===== src/rtl/reg_file_mp.sv =====
// Multi-port register file: NRD combinational reads, two write ports, busy scoreboard, registered debug read.
// Define RF_BYPASS_EN to forward same-cycle write data and busy clears to the read ports.
module reg_file_mp #(
  parameter int XLEN = 32,
  parameter int AW   = 5,
  parameter int NRD  = 2
) (
  input  logic                 clk,
  input  logic                 rst,
  input  logic [NRD*AW-1:0]    ra,
  output logic [NRD*XLEN-1:0]  rd,
  output logic [NRD-1:0]       rbusy,
  input  logic                 we0,
  input  logic [AW-1:0]        wa0,
  input  logic [XLEN-1:0]      wd0,
  input  logic                 we1,
  input  logic [AW-1:0]        wa1,
  input  logic [XLEN-1:0]      wd1,
  input  logic                 set_en,
  input  logic [AW-1:0]        set_addr,
  input  logic [AW-1:0]        dbg_addr,
  output logic [XLEN-1:0]      dbg_data
);

  localparam int NREG = 2**AW;

  logic [XLEN-1:0] r_rf [NREG];
  logic [NREG-1:0] r_busy;
  logic [XLEN-1:0] r_dbg_data;

  logic            w_wr0;
  logic            w_wr1;
  logic            w_set;
  logic [NREG-1:0] w_busy_nxt;

  // Address 0 is hardwired: writes and sets aimed at it never take effect.
  assign w_wr0 = !rst && we0 && (wa0 != '0);
  assign w_wr1 = !rst && we1 && (wa1 != '0);
  assign w_set = !rst && set_en && (set_addr != '0);

  always_comb begin
    w_busy_nxt = r_busy;
    if (w_wr0) w_busy_nxt[wa0] = 1'b0;
    if (w_wr1) w_busy_nxt[wa1] = 1'b0;
    if (w_set) w_busy_nxt[set_addr] = 1'b1;
    w_busy_nxt[0] = 1'b0;
  end

  always_ff @(posedge clk) begin
    if (rst) begin
      for (int i = 0; i < NREG; i++) r_rf[i] <= '0;
      r_busy     <= '0;
      r_dbg_data <= '0;
    end else begin
      // Port 1 is assigned last so it wins an address collision.
      if (w_wr0) r_rf[wa0] <= wd0;
      if (w_wr1) r_rf[wa1] <= wd1;
      r_busy     <= w_busy_nxt;
      r_dbg_data <= (dbg_addr == '0) ? '0 : r_rf[dbg_addr];
    end
  end

  assign dbg_data = r_dbg_data;

  for (genvar k = 0; k < NRD; k++) begin : g_rd
    logic [AW-1:0]   w_ra;
    logic [XLEN-1:0] w_rd;
    logic            w_busy;

    assign w_ra = ra[k*AW +: AW];

    always_comb begin
      w_rd   = (w_ra == '0) ? '0 : r_rf[w_ra];
      w_busy = (w_ra == '0) ? 1'b0 : r_busy[w_ra];
`ifdef RF_BYPASS_EN
      if ((w_wr0 && (wa0 == w_ra)) || (w_wr1 && (wa1 == w_ra))) begin
        w_busy = w_busy_nxt[w_ra];
        w_rd   = (w_wr1 && (wa1 == w_ra)) ? wd1 : wd0;
      end
`endif
    end

    assign rd[k*XLEN +: XLEN] = w_rd;
    assign rbusy[k]           = w_busy;
  end

endmodule


===== config.mk =====
export PLATFORM = sky130hd
export DESIGN_NAME = reg_file_mp
export DESIGN_NICKNAME = d
export VERILOG_FILES = /design/src/rtl/reg_file_mp.sv
export SDC_FILE = /design/constraint.sdc
export NUM_CORES = 2
export LEC_CHECK = 0
export BUFFER_PORTS_ARGS = -buffer_cell sky130_fd_sc_hd__buf_2
export CAP_MARGIN = 10
export CORE_UTILIZATION = 42
export CTS_BUF_LIST = sky130_fd_sc_hd__clkbuf_16
export DETAILED_ROUTE_END_ITERATION = 10
export PLACE_DENSITY = 0.59
export SLEW_MARGIN = 20
export SYNTH_ARGS = -nofsm -noshare
export SYNTH_HDL_FRONTEND = slang
export SYNTH_SLANG_ARGS = --single-unit

===== constraint.sdc =====
create_clock -name clk -period 7.3 [get_ports clk]
set_input_delay 0.365 -clock clk [delete_from_list [all_inputs] [get_ports clk]]
set_output_delay 0.365 -clock clk [all_outputs]
set_load 0.1 [all_outputs]

==> reports/metrics.yaml <==
worst-slew-pin-transition_ps: 1280
leakage_nw: 26.1
cap_violations: 0
die_y_microns: 411
setup_viol: 0
wire_per_inst_microns: 42.8
ys_types: 61
drt_wl_total_microns: 319000
grt_util_all_layers: 0.369
avgSynthCellArea_sq_um: 13.1
die-area_sq_mm: 0.169
io_pins: 197
hold_class: "in -> reg"
numCtsBuffers: 131
cp-start-kind: "input pin"
chipWidth_microns: 411
synth_enable_flop_cells: 1024
grt_pass1_vias: 52700
yosysWarnings: 0
initial_core_util: 0.424
insertion_delay_ps: 800
clockBufferDepth: 3
firstDrtPassIters: 7
hold_viol_final: 0
nets: 5260
ir_worst_vdd_uv: 329
critPathArrivalTime_ps: 4770
finalClockSkew_ps: 30.2
htreeDepth: 4
antenna_found_initial: 35
grt_max_degree: 101
endpoint: "rd[42]"
area_delta_synth_final_pct: 9.50
crit_required_ps: 6930
cts_tree: "done"
ys_seq_elements: 1087
slew_viol_final: 0
clock_sinks: 1087
clk_pin_slew_ps: 60
drc: 0
cp_num_buf_inv: 4
vias_per_cell: 7.58
syn-cell-area_sq_mm: 0.0702
stdcell_count: 7464
timing.rr.start: "r_rf[23][28]"
final.min_clock_period_ps: 5130
path_common_cell: "buf_4"
overflow: 0
drtIter0Drc: 10100
ant_nets: 0
max_freq_ghz: 0.195
ys_seq_area_frac: 0.456
crit_start: "ra[6]"
cp.depth: 8
slowest_delay_ps: 1070
grt_setup_unrepaired: "no"
grt_pass1_wl_microns: 431000
worst_r2r_path_depth: 4
cts_resized: 0
crit_path_end_kind: "primary output"
cts_root_buffer: "clkbuf_16"
setup_tns_ps: 0
r2r_end: "dbg_data[28]"
path_cells: "buf_8, buf_4, buf_4, mux2i_1, a22oi_1, a21oi_1, a2111oi_1, buf_2"
p_per_area_mw_per_mm2: 224
crit_slowest_cell: "a2111oi_1"
r2r_slack_ps: 5060
cp_max_fo: 62
finalWeightedCongestion: 0.973
dp_hpwl_microns: 192000
final.fill_count: 14400
vias: 56600
max_slew_margin: 0.147
fin_crit_sh: 0.703
syn_inst: 5353
cp_top_family: "buffers and inverters"
drive_gt1_frac: 0.268
coreArea_sq_mm: 0.165
port_buffers: 196
rows: 149
ys.flop_type: "edfxtp_1"
dp_cells: 7210
crit_type: "in -> out"
outcome: "completed"
async_flop_share: 0
-- worst min-delay path, delay by kind of cell --
kind / cells / cell delay, ps
compound gates: 1 / 90
buf+inv: 1 / 170
simple gates: 1 / 190
-- cell type report --
cell class,count,area (sq um),area share
diodes,14,35.0,0.000456
well taps,2189,2740,0.0356
multi-input cells,3513,35300,0.459
flip-flops and latches,1087,32000,0.416
inverters,34,128,0.00166
repair buffers,394,2680,0.0348
clock buffers,137,3430,0.0446
clock inverters,96,544,0.00708
-- cells in the mapped netlist (32+ instances only) --
cell	number	area share
a211oi_1	40	0.0043
a21oi_1	66	0.0047
a22o_1	779	0.097
a22oi_1	161	0.017
buf_2	173	0.012
buf_4	40	0.0043
clkbuf_1	487	0.026
dfxtp_1	63	0.018
edfxtp_1	1024	0.44
inv_1	32	0.0017
mux2_2	98	0.016
mux2i_1	409	0.058
mux4_2	612	0.20
nand2_1	502	0.027
nor2_1	79	0.0042
nor2b_1	78	0.0070
nor3_1	34	0.0024
o21ai_0	173	0.012
o21ai_1	105	0.0075
o22ai_1	68	0.0061
o311a_1	40	0.0057
or3_1	33	0.0029
-- where the power goes --
group / internal (W) / total (W) / switching [W]
clock network: 0.00349 / 0.00629 / 0.00280
registers: 0.00721 / 0.00749 / 0.000280
logic: 0.00107 / 0.00343 / 0.00236
-- state kept, by name, indices dropped and copies added, names as in the netlist --
| signal | count |
|---|---|
| dbg_data | 32 |
| r_busy | 31 |
| r_rf | 1024 |
-- repair_timing --
action | in CTS | in global routing
hold endpoints to repair | 11 | 0
hold buffers | 7 | 0
buffers inserted | 0 | 0
-- worst min-delay path by stage --
stage | endpoint | start | depth (start not counted) | slack [ps]
after floorplan | r_busy[13] | r_busy[13] | 2 | 440
after global placement | r_busy[15] | r_busy[15] | 2 | 450
after detailed placement | r_busy[15] | r_busy[15] | 2 | 460
after CTS | r_busy[12] | set_addr[3] | 3 | 10
after global routing | r_busy[12] | set_addr[3] | 3 | 70
final | r_busy[12] | set_addr[3] | 3 | 80
-- stage by stage --
| step | hold WS, ps | worst slack [ps] | area (sq um) | utilization | total power, W |
|---|---|---|---|---|---|
| 4_1_cts | 12.7 | 2410 | 76800 | 0.464 | 0.0171 |
| 5_1_grt | 68.7 | 2210 | 76800 | 0.465 | 0.0175 |
| 2_1_floorplan | 441 | 767 | 70300 | - | 0.00975 |
| 6_report | 83.4 | 2170 | 76900 | 0.465 | 0.0172 |
| 3_5_place_dp | 463 | 2410 | 72800 | 0.440 | 0.0109 |
| 3_3_place_gp | 455 | 2410 | 72700 | 0.440 | 0.0109 |
-- routing by layer --
layer / routed length, microns / vias up / track usage
met4: 22200 / 28 / 0.215
met5: 352 / - / 0.00876
met2: 133000 / 5426 / 0.518
li1: - / 21400 / -
met3: 51300 / 994 / 0.148
met1: 113000 / 28700 / 0.479
-- logic make-up (layout without fill, tap and decap cells) --
group,count (synthesis),in the layout,synth area share
multiplexers,1119,1119,0.270
AO/OA/AOI/OAI,1520,1520,0.168
other,1,46,0.0000534
flip-flops,1087,1087,0.456
AND/OR/NAND/NOR,842,842,0.0545
buffers and inverters,784,661,0.0509
-- cell usage in the layout (no fill, tap or decap), types with 47 or more instances in the layout --
cell,instances
inv_1,76
a22oi_1,161
o22ai_1,68
nand2_1,502
buf_4,184
a21oi_1,66
o21ai_1,105
clkbuf_16,137
mux4_2,612
o21ai_0,173
mux2_2,98
buf_2,185
dfxtp_1,63
nor2_1,49
nor2b_1,47
a22o_1,779
mux2i_1,409
edfxtp_1,1024
(Power assumes the default switching activity.)
